===== src/rtl/seg7_pkg.sv =====
// Shared constants for the binary-to-7-segment display path: active-low
// segment patterns (bit6=a .. bit0=g), FSM encodings and the counter width helper.
package seg7_pkg;

   typedef enum logic [1:0] {
      ST_IDLE  = 2'd0,
      ST_SHIFT = 2'd1,
      ST_LOAD  = 2'd2
   } state_t;

   localparam logic [6:0] SEG_0     = 7'b0000001;
   localparam logic [6:0] SEG_1     = 7'b1001111;
   localparam logic [6:0] SEG_2     = 7'b0010010;
   localparam logic [6:0] SEG_3     = 7'b0000110;
   localparam logic [6:0] SEG_4     = 7'b1001100;
   localparam logic [6:0] SEG_5     = 7'b0100100;
   localparam logic [6:0] SEG_6     = 7'b0100000;
   localparam logic [6:0] SEG_7     = 7'b0001111;
   localparam logic [6:0] SEG_8     = 7'b0000000;
   localparam logic [6:0] SEG_9     = 7'b0000100;
   localparam logic [6:0] SEG_BLANK = 7'b1111111;
   localparam logic [6:0] SEG_DASH  = 7'b1111110;

   // Counter must hold BIN_W itself, hence bin_w+1.
   function automatic int cnt_width(input int bin_w);
      return $clog2(bin_w + 1);
   endfunction

endpackage


===== src/rtl/seg7_digit.sv =====
// Combinational 4-bit BCD to active-low 7-segment decoder; blank_i or a
// non-decimal code turns the digit dark.
module seg7_digit
   import seg7_pkg::*;
(
   input  logic [3:0] bcd_i,
   input  logic       blank_i,
   output logic [6:0] seg_o
);

   always_comb begin
      seg_o = SEG_BLANK;
      if (!blank_i) begin
         case (bcd_i)
            4'd0:    seg_o = SEG_0;
            4'd1:    seg_o = SEG_1;
            4'd2:    seg_o = SEG_2;
            4'd3:    seg_o = SEG_3;
            4'd4:    seg_o = SEG_4;
            4'd5:    seg_o = SEG_5;
            4'd6:    seg_o = SEG_6;
            4'd7:    seg_o = SEG_7;
            4'd8:    seg_o = SEG_8;
            4'd9:    seg_o = SEG_9;
            default: seg_o = SEG_BLANK;
         endcase
      end
   end

endmodule


===== src/rtl/bin2seg_display.sv =====
// Sequential double-dabble binary-to-BCD converter driving DIGITS active-low
// 7-segment displays. Define LZ_BLANK_EN to blank leading zeros on seg_out.
module bin2seg_display
   import seg7_pkg::*;
#(
   parameter int BIN_W  = 16,
   parameter int DIGITS = 5
) (
   input  logic                  clk,
   input  logic                  rst_n,
   input  logic                  start,
   input  logic [BIN_W-1:0]      bin_in,
   output logic                  busy,
   output logic                  done,
   output logic                  overflow,
   output logic [4*DIGITS-1:0]   bcd_out,
   output logic [7*DIGITS-1:0]   seg_out
);

   localparam int CW = cnt_width(BIN_W);

   state_t              state_q, state_d;
   logic [BIN_W-1:0]    shift_q, shift_d;
   logic [4*DIGITS-1:0] scratch_q, scratch_d, adj;
   logic                ovf_s_q, ovf_s_d;
   logic [CW-1:0]       cnt_q, cnt_d;
   logic                busy_q, busy_d, done_q, done_d, ovf_q, ovf_d;
   logic [4*DIGITS-1:0] bcd_q, bcd_d;
   logic [7*DIGITS-1:0] seg_q, seg_d, dig_seg, seg_dec;
   logic [DIGITS-1:0]   blank;

   always_ff @(posedge clk or negedge rst_n) begin
      if (!rst_n) state_q <= ST_IDLE;
      else        state_q <= state_d;
   end

   always_ff @(posedge clk or negedge rst_n) begin
      if (!rst_n) begin
         shift_q   <= '0;
         scratch_q <= '0;
         ovf_s_q   <= 1'b0;
         cnt_q     <= '0;
         busy_q    <= 1'b0;
         done_q    <= 1'b0;
         ovf_q     <= 1'b0;
         bcd_q     <= '0;
         seg_q     <= '1;
      end else begin
         shift_q   <= shift_d;
         scratch_q <= scratch_d;
         ovf_s_q   <= ovf_s_d;
         cnt_q     <= cnt_d;
         busy_q    <= busy_d;
         done_q    <= done_d;
         ovf_q     <= ovf_d;
         bcd_q     <= bcd_d;
         seg_q     <= seg_d;
      end
   end

   always_comb begin
      state_d = state_q;
      case (state_q)
         ST_IDLE:  if (start) state_d = ST_SHIFT;
         ST_SHIFT: if (cnt_q == CW'(1)) state_d = ST_LOAD;
         ST_LOAD:  state_d = ST_IDLE;
         default:  state_d = ST_IDLE;
      endcase
   end

   always_comb begin
      adj = scratch_q;
      for (int i = 0; i < DIGITS; i++) begin
         if (scratch_q[4*i +: 4] >= 4'd5) adj[4*i +: 4] = scratch_q[4*i +: 4] + 4'd3;
      end
   end

   always_comb begin
      shift_d   = shift_q;
      scratch_d = scratch_q;
      ovf_s_d   = ovf_s_q;
      cnt_d     = cnt_q;
      busy_d    = busy_q;
      done_d    = 1'b0;
      ovf_d     = ovf_q;
      bcd_d     = bcd_q;
      seg_d     = seg_q;
      case (state_q)
         ST_IDLE: begin
            if (start) begin
               shift_d   = bin_in;
               scratch_d = '0;
               ovf_s_d   = 1'b0;
               cnt_d     = CW'(BIN_W);
               busy_d    = 1'b1;
            end
         end
         ST_SHIFT: begin
            // A bit leaving the top digit means the value needs more digits than we have.
            scratch_d = {adj[4*DIGITS-2:0], shift_q[BIN_W-1]};
            shift_d   = {shift_q[BIN_W-2:0], 1'b0};
            ovf_s_d   = ovf_s_q | adj[4*DIGITS-1];
            cnt_d     = cnt_q - CW'(1);
         end
         ST_LOAD: begin
            bcd_d  = scratch_q;
            seg_d  = seg_dec;
            ovf_d  = ovf_s_q;
            done_d = 1'b1;
            busy_d = 1'b0;
         end
         default: ;
      endcase
   end

`ifdef LZ_BLANK_EN
   always_comb begin
      logic lead;
      blank    = '0;
      lead     = 1'b1;
      for (int i = DIGITS - 1; i >= 1; i--) begin
         lead     = lead & (scratch_q[4*i +: 4] == 4'd0);
         blank[i] = lead;
      end
   end
`else
   assign blank = '0;
`endif

   for (genvar g = 0; g < DIGITS; g++) begin : g_dig
      seg7_digit u_dig (
         .bcd_i   (scratch_q[4*g +: 4]),
         .blank_i (blank[g]),
         .seg_o   (dig_seg[7*g +: 7])
      );
   end

   // Dashes win over both digits and leading-zero blanking.
   assign seg_dec = ovf_s_q ? {DIGITS{SEG_DASH}} : dig_seg;

   assign busy     = busy_q;
   assign done     = done_q;
   assign overflow = ovf_q;
   assign bcd_out  = bcd_q;
   assign seg_out  = seg_q;

endmodule


===== config.mk =====
export PLATFORM = sky130hd
export DESIGN_NAME = bin2seg_display
export DESIGN_NICKNAME = d
export VERILOG_FILES = /design/src/rtl/seg7_pkg.sv /design/src/rtl/seg7_digit.sv /design/src/rtl/bin2seg_display.sv
export SDC_FILE = /design/constraint.sdc
export NUM_CORES = 1
export LEC_CHECK = 0
export CAP_MARGIN = 15
export CORE_MARGIN = 5
export CORE_UTILIZATION = 30
export CTS_CLUSTER_DIAMETER = 50
export DETAILED_ROUTE_END_ITERATION = 8
export PLACE_DENSITY = 0.51
export SLEW_MARGIN = 20
export SYNTH_ARGS = -nofsm -noshare
export SYNTH_HDL_FRONTEND = slang
export SYNTH_SLANG_ARGS = --single-unit

===== constraint.sdc =====
create_clock -name clk -period 1.9 [get_ports clk]
set_input_delay 0.19 -clock clk [delete_from_list [all_inputs] [get_ports clk]]
set_output_delay 0.19 -clock clk [all_outputs]
set_load 0.01 [all_outputs]

== Word level (Yosys, flattened, before mapping) ==
Memory sizes are Yosys's and may differ from the RTL's.
Cells that the tools add are included.
Word-level totals
  memories kept: 5
  latch bits: 0
  logic and storage cells: 58
  bits of input ports: 19
  flip-flop bits (word level): 102
  bits in read-only memories: 560
  bits in writable memories: 0
  output and inout port bits: 58
Memory list
  (no name shown): words 16, width 7, read ports 1, clocked after Yosys merged registers in 0, wr ports 0, line seg7_digit.sv:14  | case (bcd_i)
  (no name shown): words 16, width 7, read ports 1, clocked after Yosys merged registers in 0, wr ports 0, line seg7_digit.sv:14
  (no name shown): words 16, width 7, read ports 1, clocked after Yosys merged registers in 0, wr ports 0, line seg7_digit.sv:14
  (no name shown): words 16, width 7, read ports 1, clocked after Yosys merged registers in 0, wr ports 0, line seg7_digit.sv:14
  (no name shown): words 16, width 7, read ports 1, clocked after Yosys merged registers in 0, wr ports 0, line seg7_digit.sv:14
Cells by class
  shifts and indexed selects: 0
  multiplexer cells: 20
  bitwise operators: 1
  $lt $le $gt $ge: 5
  $add $sub $neg: 6
  equality and inequality tests: 5
  reduce and logical (&&, ||, !) cells: 6
  divide/modulo/power cells: 0
  multiply operators: 0
Operator list (count)
  $pmux W20 S2: 1
  $mux W35: 1
  $pmux W16 S2: 1
  $add A4 B2 Y4 const B: 5
  $ge A4 B3 Y1 const B: 5
  $mux W20: 1
  $mux W4: 5
  $mux W16: 1
  $pmux W5 S2: 1
  $reduce_and A2 Y1: 3
  $eq A5 B1 Y1 const B: 1
  $mux W5: 1
  $sub A5 B1 Y5 const B: 1
  $mux W2: 2
  $ne A2 B2 Y1 const B: 2
  $pmux W1 S2: 2
  $pmux W2 S2: 1
  $reduce_bool A2 Y1: 2
  $mux W1: 3
  $eq A2 B1 Y1 const B: 1
  $eq A2 B2 Y1 const B: 1
  $logic_not A2 Y1: 1
  $or A1 B1 Y1: 1

== Longest topological paths before layout ==
Gate-level depths: netlist of run 1.
  word-level depth: 4
  gate-level depth with buffers: 7
  mapped depth without buffers: 6

== Cells and area by module ==
Synthesis of run 1 repeated with hierarchy kept, for this count alone.
Second synthesis, totals
  cells, all modules: 607
  area total of the unflattened synthesis: 5577.8 um^2
Modules (own cells, without submodules)
  bin2seg_display: times used 1, area each 4401.7 um^2, seq. area each 2596.2 um^2, cells each 442
  seg7_digit: times used 5, area each 235.2 um^2, seq. area each 0.0 um^2, cells each 33

== Worst setup path after synthesis of run 1 ==
Ideal clock, no wire load.
  kind: register to register
  from: reg scratch_q[1]
  to: reg scratch_q[3]
  path slack: 413 ps
  arrival: 1360 ps
  setup time: 128 ps
  stages on the path, launching flop included: 7
  data required time: 1772 ps
  cells stage by stage: dfrtp_1 inv_1 ha_1 ha_1 o21bai_1 a22oi_1 o21ai_0
Between the ends
  longest elaborated chain between the ends: 3
  elaborated cells between the ends (all ways): 4
  those cells by class: add/sub (1); order compare (1); mux (2)
Ends and longest elaborated chain
  start, declared: line bin2seg_display.sv:24  | logic [4*DIGITS-1:0] scratch_q, scratch_d, adj;
  start signal, assigned: line bin2seg_display.sv:50  | scratch_q <= scratch_d;
  $add A4 B2 Y4 or $ge A4 B3 Y1 (tied branches): line bin2seg_display.sv:74  | if (scratch_q[4*i +: 4] >= 4'd5) adj[4*i +: 4] = scratch_q[4*i +: 4] + 4'd3;
  $mux W4 (*): line bin2seg_display.sv:74
  $pmux W20 S2 (*): line bin2seg_display.sv:88  | case (state_q)
Every way passes the cells marked *; elsewhere a longest branch is shown, timed or not.
A chain may end at the register's enable or synchronous reset.

== Worst setup path after layout of run 1 ==
Same ends and word-level chain as after synthesis.

==> results of run 1 <==
[logic make-up after synthesis]
kind of cell	synth area share (%)
multiplexers	1.57
buffers and inverters	5.63
XOR/XNOR	1.71
AO/OA/AOI/OAI	18.5
adder cells (fa/ha/maj)	6.61
flip-flops	50.8
AND/OR/NAND/NOR	15.1
[power breakdown]
group	internal, mW	switching, mW
combinational	2.60	2.75
clock	1.19	0.812
sequential	3.41	0.905
[layout by cell type, fill, tap and decap left out, types with 4 or more instances in the layout]
cell type          n
a21oi_1           28
a22o_1             7
a22oi_1           19
buf_4             17
clkbuf_16          9
clkdlybuf4s50_1   75
dfrtp_1           67
dfstp_2           35
ha_1              27
inv_1             20
mux2i_1            8
nand2_1          112
nand2b_1          10
nand3_1            6
nor2_1            24
nor3_1             4
nor3b_1            7
o21ai_0           36
o21ai_1           31
o22a_1             5
o311ai_1          10
xnor2_1            8
[layer usage]
layer  track usage (%)  up-vias
met2              19.6       72
met3              2.93       16
met4              3.67        0
met1              17.6     1928
met5                 0        -
li1                  -     1978
[timing repair]
action / 4_1_cts / 5_1_grt
endpoints found under the setup margin: 0 / 16
hold endpoints to repair: 12 / 0
hold buffers: 1 / 0
gates resized for setup: 0 / 2
[worst paths after layout]
check,cells after the start,end,slack [ps]
worst max-delay path,6,scratch_q[3],200
worst max register to register,6,scratch_q[3],200
worst min-delay path,2,bcd_out[6],350
min in group clk,3,shift_q[0],400
max in group asynchronous,3,seg_out[0],840
worst min register to register,2,seg_out[7],460
[final cells by class]
class,count,share of cell area [%]
flip-flops and latches,102,40.4
inverters,23,1.34
clock inverters,5,1.27
clock buffers,11,3.78
well taps,220,4.28
multi-input cells,373,34.8
repair buffers,94,14.1
[sequential cells by signal (all words and copies together) (netlist names)]
signal / count
overflow: 1
bcd_out: 20
done: 1
cnt_q: 5
state_q: 2
shift_q: 16
busy: 1
ovf_s_q: 1
scratch_q: 20
seg_out: 35
[stage by stage]
| stage | power, mW | setup WS, ps | util [%] |
|---|---|---|---|
| 2_1_floorplan | 7.64 | 413 | - |
| 3_3_place_gp | 9.67 | -42.5 | 36.6 |
| 3_5_place_dp | 9.77 | -74.4 | 36.6 |
| 4_1_cts | 11.9 | 123 | 38.6 |
| 5_1_grt | 12.7 | 25.6 | 38.6 |
| 6_report | 11.7 | 205 | 38.6 |
==> run metrics, run 1 <==
outcome=completed; final WL=around 12 mm; worst skew pair latency=around 350 ps; Tmin final=roughly 1700 ps; crit path from=scratch_q[1]; DRT antenna net count=0; Clock Tree Buf Depth=2; Synth Instances=about 530; Area contributors post-synth=dfrtp_1 33%, dfstp_2 18%, nand2_1 8.2%; Placed Cells=a little over 800; number of global-route vias before repair=4048; CP delay by family, top=adder cells; Data required, critical path=2120 ps; Final Setup Violations=0; DR vias=around 4.0k; final hold vios=0; initial antenna violation count=0; Tightest Pin Transition=574 ps; Synth async-reset ratio=100%; Worst EP arrival=1920 ps; die area=around 20000 sq um; Seq/Total Area, Yosys=roughly half; Reg area=between 2000 and 3000 sq um; hpwl dp=8.63 mm; H-tree depth=3; first-pass GRT wire length=around 20 mm; setup repair after global routing missed its margin=no; Worst setup SP type=register; die extent in x=~140 um; Max transition margin=between 60% and 70%; CTS Buf Count=9; GPL Wtd Cong=just under 0.8; drt first pass iters=4; met1 wire length=5.93 mm; GRT Util Overall=~13%; Yosys top cell area share=approximately a third; syn_nets=579; CTS clk-pin slew, worst paths=~70 ps; synth warn=0; vias per std cell=between 4 and 5; P&R area growth vs syn=25.8%; share of cells above drive strength 1=around 13%; Die Y=140 um; Cell variety after synth=46; Top Layer Used=met4; DR WL/cell=between 10 and 15 um; Final Slew Violations=0; sequence of cells on the critical path=inv_1 -> ha_1 -> ha_1 -> o21bai_1 -> a22oi_1 -> o21ai_0; fin cells=between 800 and 900; fin crit share=between 80% and 90%; Finished Cell Area=roughly 6400 sq um; CTS Root Cell=clkbuf_16; post-synthesis area per instance=9.58 sq um; DRC errors left=0; Critical Path Fanout Max=7; Met2 Wirelength=5.53 mm; Nets=~650; Congestion Overflow GR=0; Post-synth top flop=dfrtp_1; Core ar.=16600 sq um; post-CTS setup buffer count=0; multi-input logic area=roughly 2200 sq um; Yosys reg bits=around 100; largest net degree at the start of global routing=50; Leak=around 2.8 nW; clock sinks=102; cell with the most instances after synthesis=nand2_1; Port Buffers=76; crit path max-delay cell type=dfrtp_1; critical path's most frequent cell=ha_1; Initial Util=about 30%; slowest stage delay, CP=480 ps; VDD IR max=roughly 0.00055 V; Worst Skew=~8.1 ps; Max Freq=0.590 GHz; row count=47; Setup crit end kind=register; met3 wire len=around 510 um; I/O pin cnt=between 70 and 80; Max-cap violations=0; Post-synth EDFFs=0; cell area after synthesis=between 5000 and 6000 sq um; DRT iter0 DRCs=between 200 and 250; CTS tree=done; Fill cells=roughly 1.7k; Placement Cell Area=roughly 6100 sq um; minimum hold slack=about 350 ps; Setup TNS=0 ps; n_diodes=0; most instantiated cells after synthesis=112 x nand2_1, 67 x dfrtp_1, 36 x o21ai_0; FF-to-FF Start=scratch_q[1]; Hold WC Path Type=in2async; Pwr Density=between 1500 and 2000 nW/um^2; WP buf/inv=1; largest area contributor in the netlist=dfrtp_1; kind of critical path=reg2reg
No activity file was read; power rests on OpenSTA's default activity.
==> run 2, diff against run 1 <==
--- a/config.mk
+++ b/config.mk
@@ -5,6 +5,7 @@
 export SDC_FILE = /design/constraint.sdc
 export NUM_CORES = 1
 export LEC_CHECK = 0
+export ABC_CLOCK_PERIOD_IN_PS = 1900
 export CAP_MARGIN = 15
 export CORE_MARGIN = 5
 export CORE_UTILIZATION = 30
@@ -14,4 +15,5 @@
 export SLEW_MARGIN = 20
 export SYNTH_ARGS = -nofsm -noshare
 export SYNTH_HDL_FRONTEND = slang
+export SYNTH_HIERARCHICAL = 1
 export SYNTH_SLANG_ARGS = --single-unit
==> run 2 against run 1 <==
  * Clock-buffer cell count increased by 1
  * Sequential power decreased by 4%
  * Worst hold slack improved by 41 ps
  * Final cell count increased by 15%
  * Clock skew decreased by 1.9 ps
  * Setup slack got worse by 19 ps
  * Design area increased by 10%
  * Largest cell class is now multi-input combinational cells
  * Largest power group unchanged
==> run metrics, run 2 <==
slowest stage delay, CP=480 ps (about the same); I/O pin cnt=77 (unchanged); row count=49 (+4.3%); first-pass GRT wire length=22.2 mm (+8.2%); Area contributors post-synth=dfrtp_1 30%, dfstp_2 16%, ha_1 8.3%; CTS Buf Count=9 (unchanged); CP delay by family, top=flip-flops; Yosys top cell area share=30.1% (-2.8 points); Die Y=146 um (+4.2%); die extent in x=146 um (+4.2%); Max transition margin=63.2% (+1.8 points); die area=21400 sq um (+8.5%); Tightest Pin Transition=553 ps (-21.6 ps); sequence of cells on the critical path=inv_1 -> ha_1 -> nand2b_1 -> a21oi_1 -> mux2i_1 -> a22o_1; clock sinks=102 (unchanged); Tmin final=1710 ps (+19.2 ps); Critical Path Fanout Max=8 (+1); DRT antenna net count=0 (unchanged); post-synthesis mux area share=1.08% (-0.49 points); commonest non-fill, non-tap cell in the layout=nand2_1; Hold WC Path Type=in2reg; worst skew pair latency=340 ps (about the same); Final Setup Violations=0 (unchanged); n_diodes=0 (unchanged); Nets=772 (+19%); VDD IR max=0.000570 V (+4.5%); cell with the most instances after synthesis=nand2_1; setup repair after global routing missed its margin=no; Synth Instances=607 (+14%); H-tree depth=3 (unchanged); hpwl dp=9.09 mm (+5.3%); DR vias=4416 (+11%); Core ar.=18100 sq um (+9.0%); crit path max-delay cell type=dfrtp_1; share of cells above drive strength 1=11.9% (-1.6 points); DR WL/cell=13.8 um (-6.0%); Seq/Total Area, Yosys=46.5% (-4.3 points); GRT Util Overall=12.4% (-0.21 points); Post-Synth Adder-Cell Area=8.30% (+1.7 points); Yosys reg bits=102 (unchanged); Worst Skew=6.25 ps (-1.87 ps); number of global-route vias before repair=4552 (+12%); Cell variety after synth=38 (-17%); Placed Cells=933 (+15%); Placement Cell Area=6730 sq um (+11%); Pwr Density=1630 nW/um^2 (-10%); kind of critical path=reg2reg; WP buf/inv=1 (unchanged); Tot Pwr=11.5 mW (-1.1%); most instantiated cells after synthesis=92 x nand2_1, 73 x nor2_1, 67 x dfrtp_1; cell area after synthesis=5580 sq um (+9.2%); final WL=13.1 mm (+7.9%); fin cells=950 (+15%); vias per std cell=4.65 (-3.6%); post-layout util=39.0% (+0.40 points); largest area contributor in the netlist=dfrtp_1; CTS Root Cell=clkbuf_16; Setup crit end kind=register; Port Buffers=76 (unchanged); DRT iter0 DRCs=278 (+38%); DRC errors left=0 (unchanged); most frequent cells in the layout=92 x nand2_1, 75 x clkdlybuf4s50_1, 73 x nor2_1; Max Freq=0.583 GHz (-1.1%); max FFs per register=35 (unchanged); GPL Wtd Cong=0.794 (+2.4%); Leak=3.20 nW (+16%); Fill cells=1838 (+11%); largest net degree at the start of global routing=103 (+110%); largest family of logic cells by synthesized area=simple AND/OR/NAND/NOR gates; CTS tree=done; Setup TNS=0 ps (unchanged); Worst setup SP type=register; synth warn=6 (+6); Finished Cell Area=7080 sq um (+10%); final hold vios=0 (unchanged); Clock Tree Buf Depth=2 (unchanged); Compound-Gate Fraction of Synth Area=17.1% (-1.4 points); drt first pass iters=4 (unchanged); Post-Synth Simple-Gate Area=19.3% (+4.2 points); Post-synth top flop=dfrtp_1; CTS clk-pin slew, worst paths=70 ps (about the same); Synth async-reset ratio=100% (unchanged); outcome=completed; fin crit share=90.2% (+1.0 points); initial antenna violation count=0 (unchanged); Final Slew Violations=0 (unchanged); Data required, critical path=2180 ps (+60 ps); post-synthesis area per instance=9.19 sq um (-4.1%); Max-cap violations=0 (unchanged); xor/xnor cell area share of the yosys netlist=2.36% (+0.64 points); Worst EP arrival=2000 ps (+80 ps); P&R area growth vs syn=26.9%; Post-synth EDFFs=0 (unchanged); Congestion Overflow GR=0 (unchanged); Initial Util=30.7% (+0.039 points)
==> run 2: changes by cell type after synthesis, sizes merged, moves of 14 or more <==
cell,change
o21ai,-21
nand2,-21
nor2,+47
a21oi,+36
buf,-14
nand2b,+15
==> run 2: cell type report <==
type	count	area, sq um	share of cell area, %
Clock buffer	12	236	3.34
Clock inverter	4	95.1	1.34
Inverter	30	113	1.59
Multi-Input combinational cell	479	2830	40.0
Sequential cell	102	2600	36.7
Tap cell	229	287	4.05
Timing Repair Buffer	94	921	13.0
==> run 2: worst reg2reg max path, stage by stage, from the launching register on <==
cell      delay (ps)
dfrtp_1          480
inv_1            160
ha_1             200
nand2b_1         130
a21oi_1          310
mux2i_1          230
a22o_1           150
==> run 2: timing repair <==
item,4_1_cts,5_1_grt
hold buffers,1,0
resized for setup,0,1
setup endpoints to repair,0,2
endpoints found under the hold margin,67,0
setup buffers,0,0
==> run 2: cell families after synthesis <==
kind of cell / Yosys count
and+or+nand+nor: 223
AOI/OAI and AO/OA: 163
DFF: 102
buffers and inverters: 60
adders and majority gates: 37
xor gates and xnor gates: 15
muxes: 6
other: 1
==> run 2: through the flow <==
| step | hold WS [ps] | setup WS (ps) |
|---|---|---|
| finish | 391 | 186 |
| global route | 412 | 59.6 |
| CTS | 381 | 160 |
| detailed placement | 311 | 155 |
| global placement | 306 | 188 |
| floorplan | -106 | 399 |
==> run 2: path summary, 6_finish.rpt <==
check | startpoint | end | slack (ps) | depth (start not counted)
setup / recovery | scratch_q[9] | scratch_q[10] | 190 | 6
hold / removal | bin_in[0] | shift_q[0] | 390 | 3
setup reg to reg | scratch_q[9] | scratch_q[10] | 190 | 6
hold reg to reg | seg_out[14] | seg_out[14] | 480 | 2
max in group asynchronous | rst_n | seg_out[20] | 1030 | 3
min in group asynchronous | rst_n | cnt_q[2] | 470 | 3
==> run 2: routing by layer <==
metal	vias up	track usage (%)	share of wire [%]
met5	-	0	0
met4	0	4.28	1.6
met3	15	2.97	4.9
met2	75	21.5	49
met1	2093	15.2	44
li1	2233	-	-
==> run 2: where the power goes <==
group,internal (mW),switching [mW]
sequential,3.26,0.897
clock,1.29,0.800
combinational,2.57,2.72
total,7.12,4.42
==> run 3, diff against run 2 <==
--- a/config.mk
+++ b/config.mk
@@ -9,6 +9,7 @@
 export CAP_MARGIN = 15
 export CORE_MARGIN = 5
 export CORE_UTILIZATION = 30
+export CTS_BUF_LIST = sky130_fd_sc_hd__clkbuf_16
 export CTS_CLUSTER_DIAMETER = 50
 export DETAILED_ROUTE_END_ITERATION = 8
 export PLACE_DENSITY = 0.51
==> run 3 against run 2 <==
  * Die area did not move
  * Critical path depth did not move
  * Sequential cell count did not move
  * Largest cell class unchanged
  * Critical endpoint unchanged
  * Global-route usage did not move
==> run metrics, run 3 (synthesized netlist as in run 2, its figures left out) <==
largest net degree at the start of global routing=103 (unchanged); fin crit share=90.2% (unchanged); H-tree depth=3 (unchanged); Pwr Density=1630 nW/um^2 (-0.14%); share of cells above drive strength 1=11.9% (unchanged); CTS Root Cell=clkbuf_16; Tightest Pin Transition=552 ps (-0.371 ps); Fill cells=1838 (unchanged); Hold WC Path Type=in2reg; CP delay by family, top=flip-flops; Sw Share=38.3% (+0.057 points); post-layout util=39.0% (unchanged); setup slack, reg-to-reg=190 ps (about the same); met2 Resource Use GR=21.5% (unchanged); share of total power in the clock network=18.0% (about the same); CTS clk-pin slew, worst paths=70 ps (about the same); Core ar.=18100 sq um (unchanged); Nets=772 (unchanged); Flop pwr share=36.1% (about the same); Critical Path Fanout Max=8 (unchanged); crit path from=scratch_q[9]; initial antenna violation count=0 (unchanged); Port Buffers=76 (unchanged); Max Freq=0.583 GHz (about the same); Worst setup SP type=register; row count=49 (unchanged); clock sinks=102 (unchanged); final hold vios=0 (unchanged); number of global-route vias before repair=4552 (unchanged); Max-cap violations=0 (unchanged); min-delay src=bin_in[0]; CTS Buf Count=9 (unchanged); vias per std cell=4.65 (about the same); sequence of cells on the critical path=inv_1 -> ha_1 -> nand2b_1 -> a21oi_1 -> mux2i_1 -> a22o_1; kind of critical path=reg2reg; dpl ws=155 ps (unchanged); Data required, critical path=2180 ps (about the same); slowest stage delay, CP=480 ps (about the same); drt first pass iters=4 (unchanged); Placement Cell Area=6730 sq um (unchanged); n_diodes=0 (unchanged); Max transition margin=63.2% (about the same); Tot Pwr=11.5 mW (-0.14%); setup repair after global routing missed its margin=no; Worst EP arrival=2000 ps (about the same); FF-to-FF Start=scratch_q[9]; GRT Util Overall=12.4% (unchanged); P&R area growth vs syn=26.9% (unchanged); Leak=3.21 nW (+0.39%); Worst Skew=6.95 ps (+0.706 ps); hpwl dp=9.09 mm (unchanged); GPL Wtd Cong=0.794 (unchanged); DR vias=4413 (-0.068%); met1 Use GR=15.2% (unchanged); Final Setup Violations=0 (unchanged); die area=21400 sq um (unchanged); WP buf/inv=1 (unchanged); Clock Tree Buf Depth=2 (unchanged); max FFs per register=35 (unchanged); Tmin final=1710 ps (unchanged); Final Slew Violations=0 (unchanged); Die Y=146 um (unchanged); Setup crit end kind=register; DRT antenna net count=0 (unchanged); outcome=completed; busiest layer in global routing=met2; final setup margin=186 ps (unchanged); DRT iter0 DRCs=278 (unchanged); final WL=13.1 mm (about the same); DR WL/cell=13.8 um (about the same); Setup TNS=0 ps (unchanged); M3 GR Usage=2.97% (unchanged); worst skew pair latency=340 ps (about the same); I/O pin cnt=77 (unchanged); Power Internal=7.11 mW (-0.23%); most frequent cells in the layout=92 x nand2_1, 75 x clkdlybuf4s50_1, 73 x nor2_1; Initial Util=30.7% (unchanged); Finished Cell Area=7080 sq um (unchanged); commonest non-fill, non-tap cell in the layout=nand2_1; post-CTS setup buffer count=0 (unchanged); Congestion Overflow GR=0 (unchanged); first-pass GRT wire length=22.2 mm (unchanged); DRC errors left=0 (unchanged); crit path max-delay cell type=dfrtp_1; CTS tree=done; VDD IR max=0.000570 V (about the same); Net Switching=4.42 mW (about the same); Gate power share=45.9% (about the same); die extent in x=146 um (unchanged)
[run 3: cell count changes in the layout (fill, tap and decap cells not counted), sizes merged]
cell,change
inv,+3
clkbuf,-3
[run 3: through the flow]
step	cells	hold WS [ps]
5_1_grt	950	412
3_3_place_gp	933	306
6_report	950	390
3_5_place_dp	933	311
2_1_floorplan	641	-106
4_1_cts	950	381
[run 3: worst register-to-register path: cells and delay by family, from the launching register on]
family                   cells  cell delay (ps)
adder cells (fa/ha/maj)      1              200
buffers and inverters        1              160
flip-flops                   1              480
AND/OR/NAND/NOR              1              130
multiplexers                 1              230
AO/OA/AOI/OAI                2              460
[run 3: what timing repair did]
action                                 CTS  global route
hold buffers                             1             0
gates resized for setup                  0             1
endpoints found under the hold margin   67             0
setup endpoints to repair                0             2
[run 3: final timing paths]
path                                  to  cells after the start
hold reg to reg              seg_out[14]                      2
min in group asynchronous       cnt_q[2]                      3
setup reg to reg           scratch_q[10]                      6
setup / recovery           scratch_q[10]                      6
max in group asynchronous    seg_out[20]                      3
hold / removal                shift_q[0]                      3
[run 3: power groups by stage]
stage / Clock (mW) / Combinational (mW) / Sequential, mW
2_1_floorplan: 0 / 3.29 / 4.21
3_3_place_gp: 0 / 5.23 / 4.18
3_5_place_dp: 0 / 5.35 / 4.21
4_1_cts: 2.15 / 5.38 / 4.18
5_1_grt: 2.22 / 5.97 / 4.33
6_report: 2.07 / 5.29 / 4.16
[run 3: layout make-up]
type | count | area, sq um | area share, %
Timing Repair Buffer | 94 | 921 | 13.0
Inverter | 30 | 113 | 1.59
Tap cell | 229 | 287 | 4.05
Multi-Input combinational cell | 479 | 2830 | 40.0
Sequential cell | 102 | 2600 | 36.7
Clock inverter | 7 | 106 | 1.50
Clock buffer | 9 | 225 | 3.18
[run 3: per-layer routing]
| metal | up-vias | routed length (um) |
|---|---|---|
| li1 | 2232 | - |
| met1 | 2088 | 5780 |
| met2 | 78 | 6460 |
| met3 | 15 | 647 |
| met4 | 0 | 205 |
| met5 | - | 0 |
